**src/rtl/if_fetch_queue.sv**
```systemverilog
// Fetch stage: PC generator, in-order imem request/response handshake and a fetch queue toward ID.
// Optional misaligned-redirect marker support is enabled by defining IF_MISALIGN_CHECK_EN.
module if_fetch_queue #(
  parameter int unsigned     XLEN            = 32,
  parameter int unsigned     FQ_DEPTH        = 4,
  parameter int unsigned     MAX_OUTSTANDING = 2,
  parameter logic [XLEN-1:0] RESET_PC        = '0
) (
  input  logic            clk,
  input  logic            reset,
  input  logic            redirect_valid,
  input  logic [XLEN-1:0] redirect_pc,
  output logic            imem_req_valid,
  input  logic            imem_req_ready,
  output logic [XLEN-1:0] imem_req_addr,
  input  logic            imem_rsp_valid,
  input  logic [31:0]     imem_rsp_data,
  output logic            id_valid,
  input  logic            id_ready,
  output logic [XLEN-1:0] id_pc,
  output logic [XLEN-1:0] id_pc_plus4,
  output logic [31:0]     id_instr,
  output logic            id_misaligned
);

  localparam int unsigned FQ_AW = $clog2(FQ_DEPTH);
  localparam int unsigned FQ_CW = FQ_AW + 1;
  localparam int unsigned OW    = $clog2(MAX_OUTSTANDING + 1);
  localparam int unsigned PF_AW = (MAX_OUTSTANDING > 1) ? $clog2(MAX_OUTSTANDING) : 1;
  localparam logic [XLEN-1:0] ALIGN_MASK = ~XLEN'(3);

  logic [XLEN-1:0]  fetch_pc_q, fetch_pc_d;
  logic [OW-1:0]    out_q, out_d;
  logic [OW-1:0]    stale_q, stale_d;
  logic [FQ_AW-1:0] fq_rd_q, fq_rd_d, fq_wr_q, fq_wr_d;
  logic [FQ_CW-1:0] fq_cnt_q, fq_cnt_d;
  logic [PF_AW-1:0] pf_rd_q, pf_rd_d, pf_wr_q, pf_wr_d;

  logic [XLEN-1:0]  fq_pc_q    [FQ_DEPTH];
  logic [31:0]      fq_instr_q [FQ_DEPTH];
  logic [XLEN-1:0]  pf_pc_q    [MAX_OUTSTANDING];

  logic             push, pf_push;
  logic [XLEN-1:0]  push_pc;
  logic [31:0]      push_instr;
  logic             push_mis;

  logic             credit_ok_c, fetch_block_c, req_valid_c, accept_c;
  logic             head_valid_c, pop_c;
  logic [XLEN-1:0]  redir_pc_c;

`ifdef IF_MISALIGN_CHECK_EN
  typedef enum logic [1:0] {MS_RUN, MS_WAIT, MS_HALT} mis_state_e;
  mis_state_e ms_q, ms_d;
  logic       fq_mis_q [FQ_DEPTH];

  assign redir_pc_c    = redirect_pc;
  assign fetch_block_c = (ms_q != MS_RUN);
`else
  assign redir_pc_c    = redirect_pc & ALIGN_MASK;
  assign fetch_block_c = 1'b0;
`endif

  // Credit counts in-flight requests (including stale ones) against free queue slots.
  assign credit_ok_c  = (out_q < OW'(MAX_OUTSTANDING)) &&
                        ((32'(out_q) + 32'(fq_cnt_q)) < FQ_DEPTH);
  assign req_valid_c  = reset && !redirect_valid && !fetch_block_c && credit_ok_c;
  assign accept_c     = req_valid_c && imem_req_ready;
  assign head_valid_c = reset && (fq_cnt_q != '0);
  assign pop_c        = head_valid_c && id_ready;

  assign imem_req_valid = req_valid_c;
  assign imem_req_addr  = fetch_pc_q & ALIGN_MASK;
  assign id_valid       = head_valid_c;
  assign id_pc          = head_valid_c ? fq_pc_q[fq_rd_q] : '0;
  assign id_pc_plus4    = head_valid_c ? fq_pc_q[fq_rd_q] + XLEN'(4) : '0;
  assign id_instr       = head_valid_c ? fq_instr_q[fq_rd_q] : '0;
`ifdef IF_MISALIGN_CHECK_EN
  assign id_misaligned  = head_valid_c && fq_mis_q[fq_rd_q];
`else
  assign id_misaligned  = 1'b0;
`endif

  // Next-state: redirect wins over accept, response push and pop.
  always_comb begin
    fetch_pc_d = fetch_pc_q;
    out_d      = out_q;
    stale_d    = stale_q;
    fq_rd_d    = fq_rd_q;
    fq_wr_d    = fq_wr_q;
    fq_cnt_d   = fq_cnt_q;
    pf_rd_d    = pf_rd_q;
    pf_wr_d    = pf_wr_q;
    push       = 1'b0;
    pf_push    = 1'b0;
    push_pc    = '0;
    push_instr = '0;
    push_mis   = 1'b0;
`ifdef IF_MISALIGN_CHECK_EN
    ms_d       = ms_q;
`endif
    if (redirect_valid) begin
      fetch_pc_d = redir_pc_c;
      out_d      = out_q - OW'(imem_rsp_valid);
      stale_d    = out_q - OW'(imem_rsp_valid);
      fq_rd_d    = '0;
      fq_wr_d    = '0;
      fq_cnt_d   = '0;
      pf_rd_d    = '0;
      pf_wr_d    = '0;
`ifdef IF_MISALIGN_CHECK_EN
      ms_d       = (redirect_pc[1:0] != 2'b00) ? MS_WAIT : MS_RUN;
`endif
    end else begin
      if (accept_c) begin
        fetch_pc_d = fetch_pc_q + XLEN'(4);
        pf_push    = 1'b1;
        pf_wr_d    = (pf_wr_q == PF_AW'(MAX_OUTSTANDING - 1)) ? '0 : pf_wr_q + PF_AW'(1);
      end
      out_d = out_q + OW'(accept_c) - OW'(imem_rsp_valid);
      if (imem_rsp_valid) begin
        if (stale_q != '0) begin
          stale_d = stale_q - OW'(1);
        end else begin
          push       = 1'b1;
          push_pc    = pf_pc_q[pf_rd_q];
          push_instr = imem_rsp_data;
          pf_rd_d    = (pf_rd_q == PF_AW'(MAX_OUTSTANDING - 1)) ? '0 : pf_rd_q + PF_AW'(1);
        end
      end
`ifdef IF_MISALIGN_CHECK_EN
      // Marker waits until every pre-redirect response has drained.
      else if (ms_q == MS_WAIT && out_q == '0 && stale_q == '0) begin
        push       = 1'b1;
        push_pc    = fetch_pc_q;
        push_instr = 32'h0000_0013;
        push_mis   = 1'b1;
        ms_d       = MS_HALT;
      end
`endif
      if (push) begin
        fq_wr_d = fq_wr_q + FQ_AW'(1);
      end
      if (pop_c) begin
        fq_rd_d = fq_rd_q + FQ_AW'(1);
      end
      fq_cnt_d = fq_cnt_q + FQ_CW'(push) - FQ_CW'(pop_c);
    end
  end

  // Control state registers.
  always_ff @(posedge clk) begin
    if (!reset) begin
      fetch_pc_q <= RESET_PC;
      out_q      <= '0;
      stale_q    <= '0;
      fq_rd_q    <= '0;
      fq_wr_q    <= '0;
      fq_cnt_q   <= '0;
      pf_rd_q    <= '0;
      pf_wr_q    <= '0;
`ifdef IF_MISALIGN_CHECK_EN
      ms_q       <= MS_RUN;
`endif
    end else begin
      fetch_pc_q <= fetch_pc_d;
      out_q      <= out_d;
      stale_q    <= stale_d;
      fq_rd_q    <= fq_rd_d;
      fq_wr_q    <= fq_wr_d;
      fq_cnt_q   <= fq_cnt_d;
      pf_rd_q    <= pf_rd_d;
      pf_wr_q    <= pf_wr_d;
`ifdef IF_MISALIGN_CHECK_EN
      ms_q       <= ms_d;
`endif
    end
  end

  // Payload storage; validity is tracked solely by the pointers above.
  always_ff @(posedge clk) begin
    if (pf_push) begin
      pf_pc_q[pf_wr_q] <= fetch_pc_q & ALIGN_MASK;
    end
    if (push) begin
      fq_pc_q[fq_wr_q]    <= push_pc;
      fq_instr_q[fq_wr_q] <= push_instr;
`ifdef IF_MISALIGN_CHECK_EN
      fq_mis_q[fq_wr_q]   <= push_mis;
`endif
    end
  end

`ifndef IF_MISALIGN_CHECK_EN
  logic unused_ok;
  assign unused_ok = push_mis;
`endif

endmodule

```
**config.mk**
```make
export PLATFORM = sky130hd
export DESIGN_NAME = if_fetch_queue
export DESIGN_NICKNAME = d
export VERILOG_FILES = /design/src/rtl/if_fetch_queue.sv
export SDC_FILE = /design/constraint.sdc
export NUM_CORES = 1
export LEC_CHECK = 0
export CELL_PAD_IN_SITES_DETAIL_PLACEMENT = 1
export CELL_PAD_IN_SITES_GLOBAL_PLACEMENT = 2
export CORE_ASPECT_RATIO = 0.8
export CORE_MARGIN = 8
export CORE_UTILIZATION = 39
export CTS_CLUSTER_SIZE = 20
export DETAILED_ROUTE_END_ITERATION = 12
export PLACE_DENSITY = 0.77
export SYNTH_ARGS = -nofsm -noshare
export SYNTH_HDL_FRONTEND = slang
export SYNTH_SLANG_ARGS = --single-unit
```
**constraint.sdc**
```tcl
create_clock -name clk -period 3.9 [get_ports clk]
set_input_delay 0.39 -clock clk [delete_from_list [all_inputs] [get_ports clk]]
set_output_delay 0.39 -clock clk [all_outputs]
set_load 0.005 [all_outputs]
```
==> results by group, run 1 <==
Die
  – DIE HEIGHT: between 150 and 200 um
  – Die W: ~240 um
  – I/O Pins: roughly 200
  – Effective utilization at floorplan: 0.397
  – Die ar.: 0.0457 sq mm
  – Core Footprint: between 0.03 and 0.04 sq mm
  – Row Count: between 60 and 70

Yosys
  – Yosys cell types: 58
  – Cells after Synth: 1003
  – Main synth FF type: edfxtp_1
  – Post-Syn Area per Cell: 15.2 sq um
  – Mapped Area: approximately 0.015 sq mm
  – Number of synthesized flops with an enable pin: just over 300
  – Ys async rst share: 0
  – Synthesized flop and latch total: approximately 350
  – Yosys warning count: 0
  – Seq/Total Area, Yosys: 0.667

Detailed routing
  – First drt pass iteration count: 4
  – DR iter-0 viols: between 500 and 600
  – Vias: about 9100
  – Routed WL: around 38 mm
  – Residual DRC: 0
  – Via density: about 5.2
  – Post-DRT Antenna Nets: 0
  – WL/cell: approximately 22 um

CTS
  – CTS Root Cell: clkbuf_16
  – CTS Buf Count: 38
  – Cts hold-fix bufs: 0
  – H-tree depth: 2
  – Max Root-Sink Buffers: 3
  – Clk slew on worst S/H paths: 0.06 ns
  – CTS sink count: 354
  – Worst skew pair latency: roughly 0.52 ns
  – CTS tree: yes

Finish
  – Util after Layout: 0.493
  – Share of layout cells above drive strength 1: 0.129
  – Final instance area: between 0.015 and 0.02 sq mm
  – Most frequent cells in the layout: 308 x edfxtp_1, 191 x clkdlybuf4s50_1, 101 x and2_1, 85 x nor2_1, 48 x mux4_2
  – Area growth, synth to finish: 24.1%
  – Post-route insts no fill: around 1700
  – Most common cell after layout, fill and taps aside: edfxtp_1
  – N_diodes: 0
  – Fin nets: ~1300

Critical path
  – Worst Path Max Fanout: 8
  – WP data arrival: between 3 and 4 ns
  – Worst setup path class: reg -> out
  – R2r setup slk: a little over 0.9 ns
  – R2R Path Start: fq_cnt_q[1]$_SDFF_PP0_
  – CP Capture Type: output port
  – Worst Path Required: approximately 3.5 ns
  – Startpoint Class: flop
  – Reg2Reg Depth: 7
  – Worst reg2reg path endpoint: fetch_pc_q[28]$_SDFFE_PN0P_

Worst hold path
  – HP Class: in -> reg
  – Min-delay src: redirect_pc[24]
  – Hold path endpoint: fetch_pc_q[24]$_SDFFE_PN0P_
  – Worst Hold Depth: 3

Global route
  – First-pass GRT wire length: between 50 and 60 mm
  – Grt total ovfl: 0
  – GR Util All Layers: 0.164
  – Largest net degree at the start of global routing: between 60 and 70
  – Initial antenna violation count: 1
  – Vias in the first global route: a little under 10000

Timing
  – Slew @ Worst Pin: approximately 0.68 ns
  – Max Slew Vio Count: 0
  – Fin Hold WS: 0.443 ns
  – RSZ-0062 raised after global routing: false
  – Final Critical Period: 3.73 ns
  – Fin. Hold Viols: 0
  – Setup violators final: 0
  – Clock skew: roughly 0.021 ns
  – Setup_tns: 0 ns
  – Final setup margin: between 0.15 and 0.2 ns
  – Slew HR: 0.545
  – Fmax: about 270 MHz
  – Period utilisation layout: 0.957

Placement
  – Placed insts: about 1700
  – IO Port Bufs: roughly 190
  – Post-DP Area: 0.0178 sq mm
  – HPWL after DPL: 25.7 mm
  – GPL Wtd Cong: between 0.7 and 0.8
  – Pre-CTS setup slack: about 0.51 ns

Outcome
  – Status: finished clean

Power and ir drop
  – Leakage power: between 6 and 7 nW
  – Pwr Total: ~8 mW
  – Pwr Density: roughly 430 mW/mm^2
  – Maximum vdd drop: approximately 0.26 mV

Flow run
  – Maximum Capacitance Violations: 0
-- layout make-up --
class | count | area (sq um)
Timing Repair Buffer | 223 | 2200
Inverter | 21 | 78.8
Clock buffer | 49 | 1030
Tap cell | 495 | 619
Fill cell | 3742 | 19400
Multi-Input combinational cell | 575 | 4730
Clock inverter | 17 | 80.1
Sequential cell | 354 | 10200
-- cells by family (layout without fill, tap and decap cells) --
family                   count (synthesis)  after routing  synth area share
multiplexers                           107            107             0.125
flip-flops                             354            354             0.667
adder cells (fa/ha/maj)                 14             14            0.0120
other                                    1              7          0.000246
buffers and inverters                   80            310            0.0259
AO/OA/AOI/OAI                           93             93            0.0392
XOR/XNOR                                28             28            0.0161
AND/OR/NAND/NOR                        326            326             0.115
-- worst max-delay path by stage --
stage	start	endpoint	slack (ns)	depth (start not counted)
after floorplan	out_q[1]$_SDFF_PN0_	pf_pc_q[0][0]$_DFFE_PP_	0.35	8
after global routing	flop	id_pc_plus4[16]	0.03	8
after global placement	flop	id_pc_plus4[16]	0.55	8
final	flop	id_pc_plus4[16]	0.17	8
after detailed placement	flop	id_pc_plus4[16]	0.51	8
after CTS	flop	id_pc_plus4[31]	0.07	7
-- routing by layer --
layer / part of all wire / GRT usage / up-vias / wire [um]
li1: - / - / 4250 / -
met1: 0.48 / 0.230 / 4598 / 18200
met2: 0.46 / 0.264 / 211 / 17300
met3: 0.050 / 0.0327 / 37 / 1900
met4: 0.012 / 0.0318 / 2 / 446
met5: 0.00034 / 0 / - / 13
-- cells in the mapped netlist (all sizes together), types with 21 or more instances --
library cell | instances | area share
dfxtp | 46 | 0.060
inv | 21 | 0.0052
o21ai | 21 | 0.0069
mux4 | 61 | 0.093
a21oi | 26 | 0.0085
nand2 | 43 | 0.011
edfxtp | 308 | 0.61
buf | 30 | 0.014
mux2i | 33 | 0.022
nor2 | 87 | 0.021
and2 | 105 | 0.043
clkbuf | 29 | 0.0071
-- where the power goes --
part	total [mW]	internal (mW)	switching [mW]	leakage (nW)
sequential	4.28	4.21	0.0680	3.21
combinational	0.646	0.318	0.327	2.40
clock	3.24	1.86	1.38	0.538
-- registers in the layout, indices dropped and copies added (netlist names), 2 cells and up, named ones only --
signal,count
fq_instr_q,128
pf_pc_q,60
fq_rd_q,2
fq_cnt_q,3
fq_wr_q,2
out_q,2
stale_q,2
fetch_pc_q,30
fq_pc_q,120
-- worst max-delay path: stages, from the launching register on --
cell	delay, ns
dfxtp_4	0.42
buf_4	0.18
mux4_2	0.57
ha_1	0.27
and3_1	0.22
and3_4	0.21
and3_1	0.18
mux2_1	0.31
clkdlybuf4s50_1	0.46
-- timing repair --
| action | 4_1_cts | 5_1_grt |
|---|---|---|
| resized for setup | 0 | 4 |
| gates cloned | 0 | 0 |
| pin swaps | 0 | 0 |
| buffers inserted | 5 | 0 |
| endpoints found under the setup margin | 4 | 3 |
No activity file was read; power rests on OpenSTA's default activity.
==> inputs of run 2 (changes only) <==
--- a/config.mk
+++ b/config.mk
@@ -9,10 +9,11 @@
 export CELL_PAD_IN_SITES_GLOBAL_PLACEMENT = 2
 export CORE_ASPECT_RATIO = 0.8
 export CORE_MARGIN = 8
-export CORE_UTILIZATION = 39
+export CORE_UTILIZATION = 41
+export CTS_BUF_LIST = sky130_fd_sc_hd__clkbuf_4
 export CTS_CLUSTER_SIZE = 20
 export DETAILED_ROUTE_END_ITERATION = 12
-export PLACE_DENSITY = 0.77
+export PLACE_DENSITY = 0.8
 export SYNTH_ARGS = -nofsm -noshare
 export SYNTH_HDL_FRONTEND = slang
 export SYNTH_SLANG_ARGS = --single-unit
==> constraint.sdc (replaced) <==
create_clock -name clk -period 3.95 [get_ports clk]
set_input_delay 0.395 -clock clk [delete_from_list [all_inputs] [get_ports clk]]
set_output_delay 0.395 -clock clk [all_outputs]
set_load 0.005 [all_outputs]
==> run 2 against run 1 <==
Effect of this change:
- first-iteration DRC count down 16%
- register-to-register slack better by 0.20 ns
- core utilization up 2.4 points
- critical endpoint unchanged
- critical path type unchanged
==> results by group, run 2 (synthesized netlist as in run 1, its figures left out) <==
Power and ir drop
  – Pwr Density: 414 mW/mm^2 (-4.0%)
  – Leakage power: 6.29 nW (+2.3%)
  – NetSw: 1.83 mW (+3.2%)
  – Logic pwr share: 0.081 (+0.002)
  – Clock network power share: 0.382 (-0.014)
  – Internal Power: 6.05 mW (-5.3%)
  – Maximum vdd drop: 0.214 mV (-18%)
  – Part of the power in registers: 0.537 (+0.013)
  – Switching share of total power: 0.232 (+0.0151)

Global route
  – GR Util All Layers: 0.173 (+0.00877)
  – Grt total ovfl: 0 (unchanged)
  – Largest net degree at the start of global routing: 63 (unchanged)
  – First-pass GRT wire length: 58.9 mm (+0.96%)
  – Vias in the first global route: 10148 (+3.6%)
  – Initial antenna violation count: 1 (unchanged)

Timing
  – Final Critical Period: ~3.8 ns
  – Clock skew: 0.0586 ns (+0.0375 ns)
  – Max Slew Vio Count: 0 (unchanged)
  – Fmax: ~260 MHz
  – Fin. Hold Viols: 0 (unchanged)
  – Final setup margin: 0.139 ns (-0.0304 ns)
  – Setup violators final: 0 (unchanged)
  – Slew @ Worst Pin: 0.877 ns (+0.199 ns)
  – Period utilisation layout: 0.965
  – Slew HR: 0.414 (-0.132)

CTS
  – Cts hold-fix bufs: 0 (unchanged)
  – Max Root-Sink Buffers: 3 (unchanged)
  – CTS sink count: 354 (unchanged)
  – H-tree depth: 3 (+1)
  – Clk slew on worst S/H paths: 0.06 ns (about the same)
  – CTS tree: yes
  – CTS Buf Count: 91 (+140%)
  – Worst skew pair latency: 0.73 ns (+0.21 ns)
  – CTS Root Cell: clkbuf_4

Finish
  – Max FFs per register: 128 (unchanged)
  – Final instance area: 0.0190 sq mm (+0.56%)
  – Largest regs: fq_instr_q: 128 flops, fq_pc_q: 120 flops, pf_pc_q: 60 flops
  – Reg with most FFs: fq_instr_q
  – Fin nets: 1350 (+4.1%)
  – Most frequent cells in the layout: 308 x edfxtp_1, 190 x clkdlybuf4s50_1, 130 x clkbuf_4, 100 x and2_1, 85 x nor2_1
  – Share of layout cells above drive strength 1: 0.201 (+0.0722)
  – Area growth, synth to finish: 24.8%
  – Most common cell after layout, fill and taps aside: edfxtp_1

Placement
  – Pre-CTS setup slack: 0.604 ns (+0.0964 ns)
  – Post-DP Area: 0.0178 sq mm (about the same)
  – GPL Wtd Cong: 0.799 (+6.7%)
  – HPWL after DPL: 25.8 mm (+0.35%)
  – IO Port Bufs: 191 (unchanged)

Detailed routing
  – Routed WL: 38.4 mm (+1.5%)
  – First drt pass iteration count: 5 (+1)
  – WL/cell: 21.2 um (-3.0%)
  – Via density: 5.18 (-1.4%)
  – Vias: 9389 (+3.2%)
  – Post-DRT Antenna Nets: 0 (unchanged)
  – Met1 WL: 18.1 mm (-0.49%)
  – Met2 WL: 17.7 mm (+2.2%)
  – DR iter-0 viols: 471 (-16%)
  – Residual DRC: 0 (unchanged)
  – Routed length on met3: 2.04 mm (+7.3%)
  – Uppermost layer routed: met4

Critical path
  – Worst Path Buf+Inv: 3 (+1)
  – Critical path cell sequence: buf_8 > buf_4 > mux4_2 > and3_4 > and3_4 > and3_1 > mux2_1 > clkdlybuf4s50_1
  – Critical path's top delay family: multiplexers
  – Worst Path Max Fanout: 6 (-2)
  – Startpoint Class: flop
  – Highest cell delay on the worst timing path: 0.58 ns (about the same)
  – WP data arrival: 3.42 ns (+0.08 ns)
  – Worst Path Required: 3.56 ns (+0.05 ns)
  – Most common cell on crit path: and3_4
  – Crit path max-delay cell type: mux4_2
  – Worst setup path class: reg -> out
  – CP Capture Type: output port
  – R2R Path Start: fq_cnt_q[1]$_SDFF_PP0_

Die
  – Die W: 232 um (-2.3%)
  – Die ar.: 0.0436 sq mm (-4.5%)
  – I/O Pins: 201 (unchanged)
  – Row Count: 63 (-1.6%)
  – Effective utilization at floorplan: 0.414 (+0.0167)
  – DIE HEIGHT: 188 um (-2.3%)
  – Core Footprint: 0.0368 sq mm (-4.0%)

Outcome
  – Status: finished clean

Worst hold path
  – Min-delay src: redirect_pc[24]
  – HP Class: in -> reg

Flow run
  – Maximum Capacitance Violations: 0 (unchanged)
## run 2: final cells by class
cell class,instances,area [sq um]
Tap cell,487,609
Timing Repair Buffer,223,2310
Clock buffer,130,976
Multi-Input combinational cell,575,4730
Fill cell,3636,17800
Clock inverter,23,138
Antenna cell,1,2.50
Inverter,21,78.8
Sequential cell,354,10200
## run 2: worst paths after layout
| check | to | slack (ns) | cells past startpoint |
|---|---|---|---|
| hold reg to reg | fq_wr_q[1]$_SDFFE_PP0P_ | 0.51 | 2 |
| setup reg to reg | out_q[1]$_SDFF_PN0_ | 1.12 | 11 |
| setup / recovery | id_pc_plus4[16] | 0.14 | 8 |
| hold / removal | fetch_pc_q[24]$_SDFFE_PN0P_ | 0.29 | 3 |
## run 2: per-layer routing
| metal | up-vias | global-route usage |
|---|---|---|
| li1 | 4405 | - |
| met1 | 4695 | 0.239 |
| met2 | 235 | 0.269 |
| met3 | 54 | 0.0398 |
| met4 | 0 | 0.0510 |
| met5 | - | 0 |
## run 2: power groups by stage
stage / Clock, mW / Combinational, mW / Sequential (mW)
after floorplan: 0 / 0.331 / 4.28
after global placement: 0 / 0.626 / 4.30
after detailed placement: 0 / 0.638 / 4.31
after CTS: 3.11 / 0.647 / 4.23
after global routing: 3.27 / 0.701 / 4.24
final: 3.01 / 0.639 / 4.23
## run 2: per-stage QoR
step                hold WS (ns)  std cells  total power [mW]   util   TNS, ns
floorplan                  0.469       1009              4.61      -         0
global placement           0.483       1653              4.93  0.483         0
detailed placement         0.495       1653              4.95  0.483         0
CTS                        0.212       1812              7.99  0.516  -0.00490
global route               0.227       1814              8.21  0.517  -0.00572
finish                     0.288       1814              7.88  0.517         0
## run 2: worst reg2reg max path, cell delays in order (launching register included)
cell and delay (ns):
dfxtp_1 0.44, ha_1 0.27, a311oi_1 0.62, and3_1 0.28
inv_1 0.06, ha_1 0.26, inv_1 0.04, ha_1 0.18
xnor2_1 0.12, o21ai_0 0.22, xnor2_1 0.15, nor2_1 0.06
## run 2: repair_timing
| item | CTS | global route |
|---|---|---|
| gates resized for setup | 19 | 14 |
| buffers inserted | 4 | 1 |
| hold endpoints to repair | 0 | 0 |
| pin swaps | 0 | 2 |
| cloned | 2 | 0 |
| setup endpoints to repair | 11 | 12 |
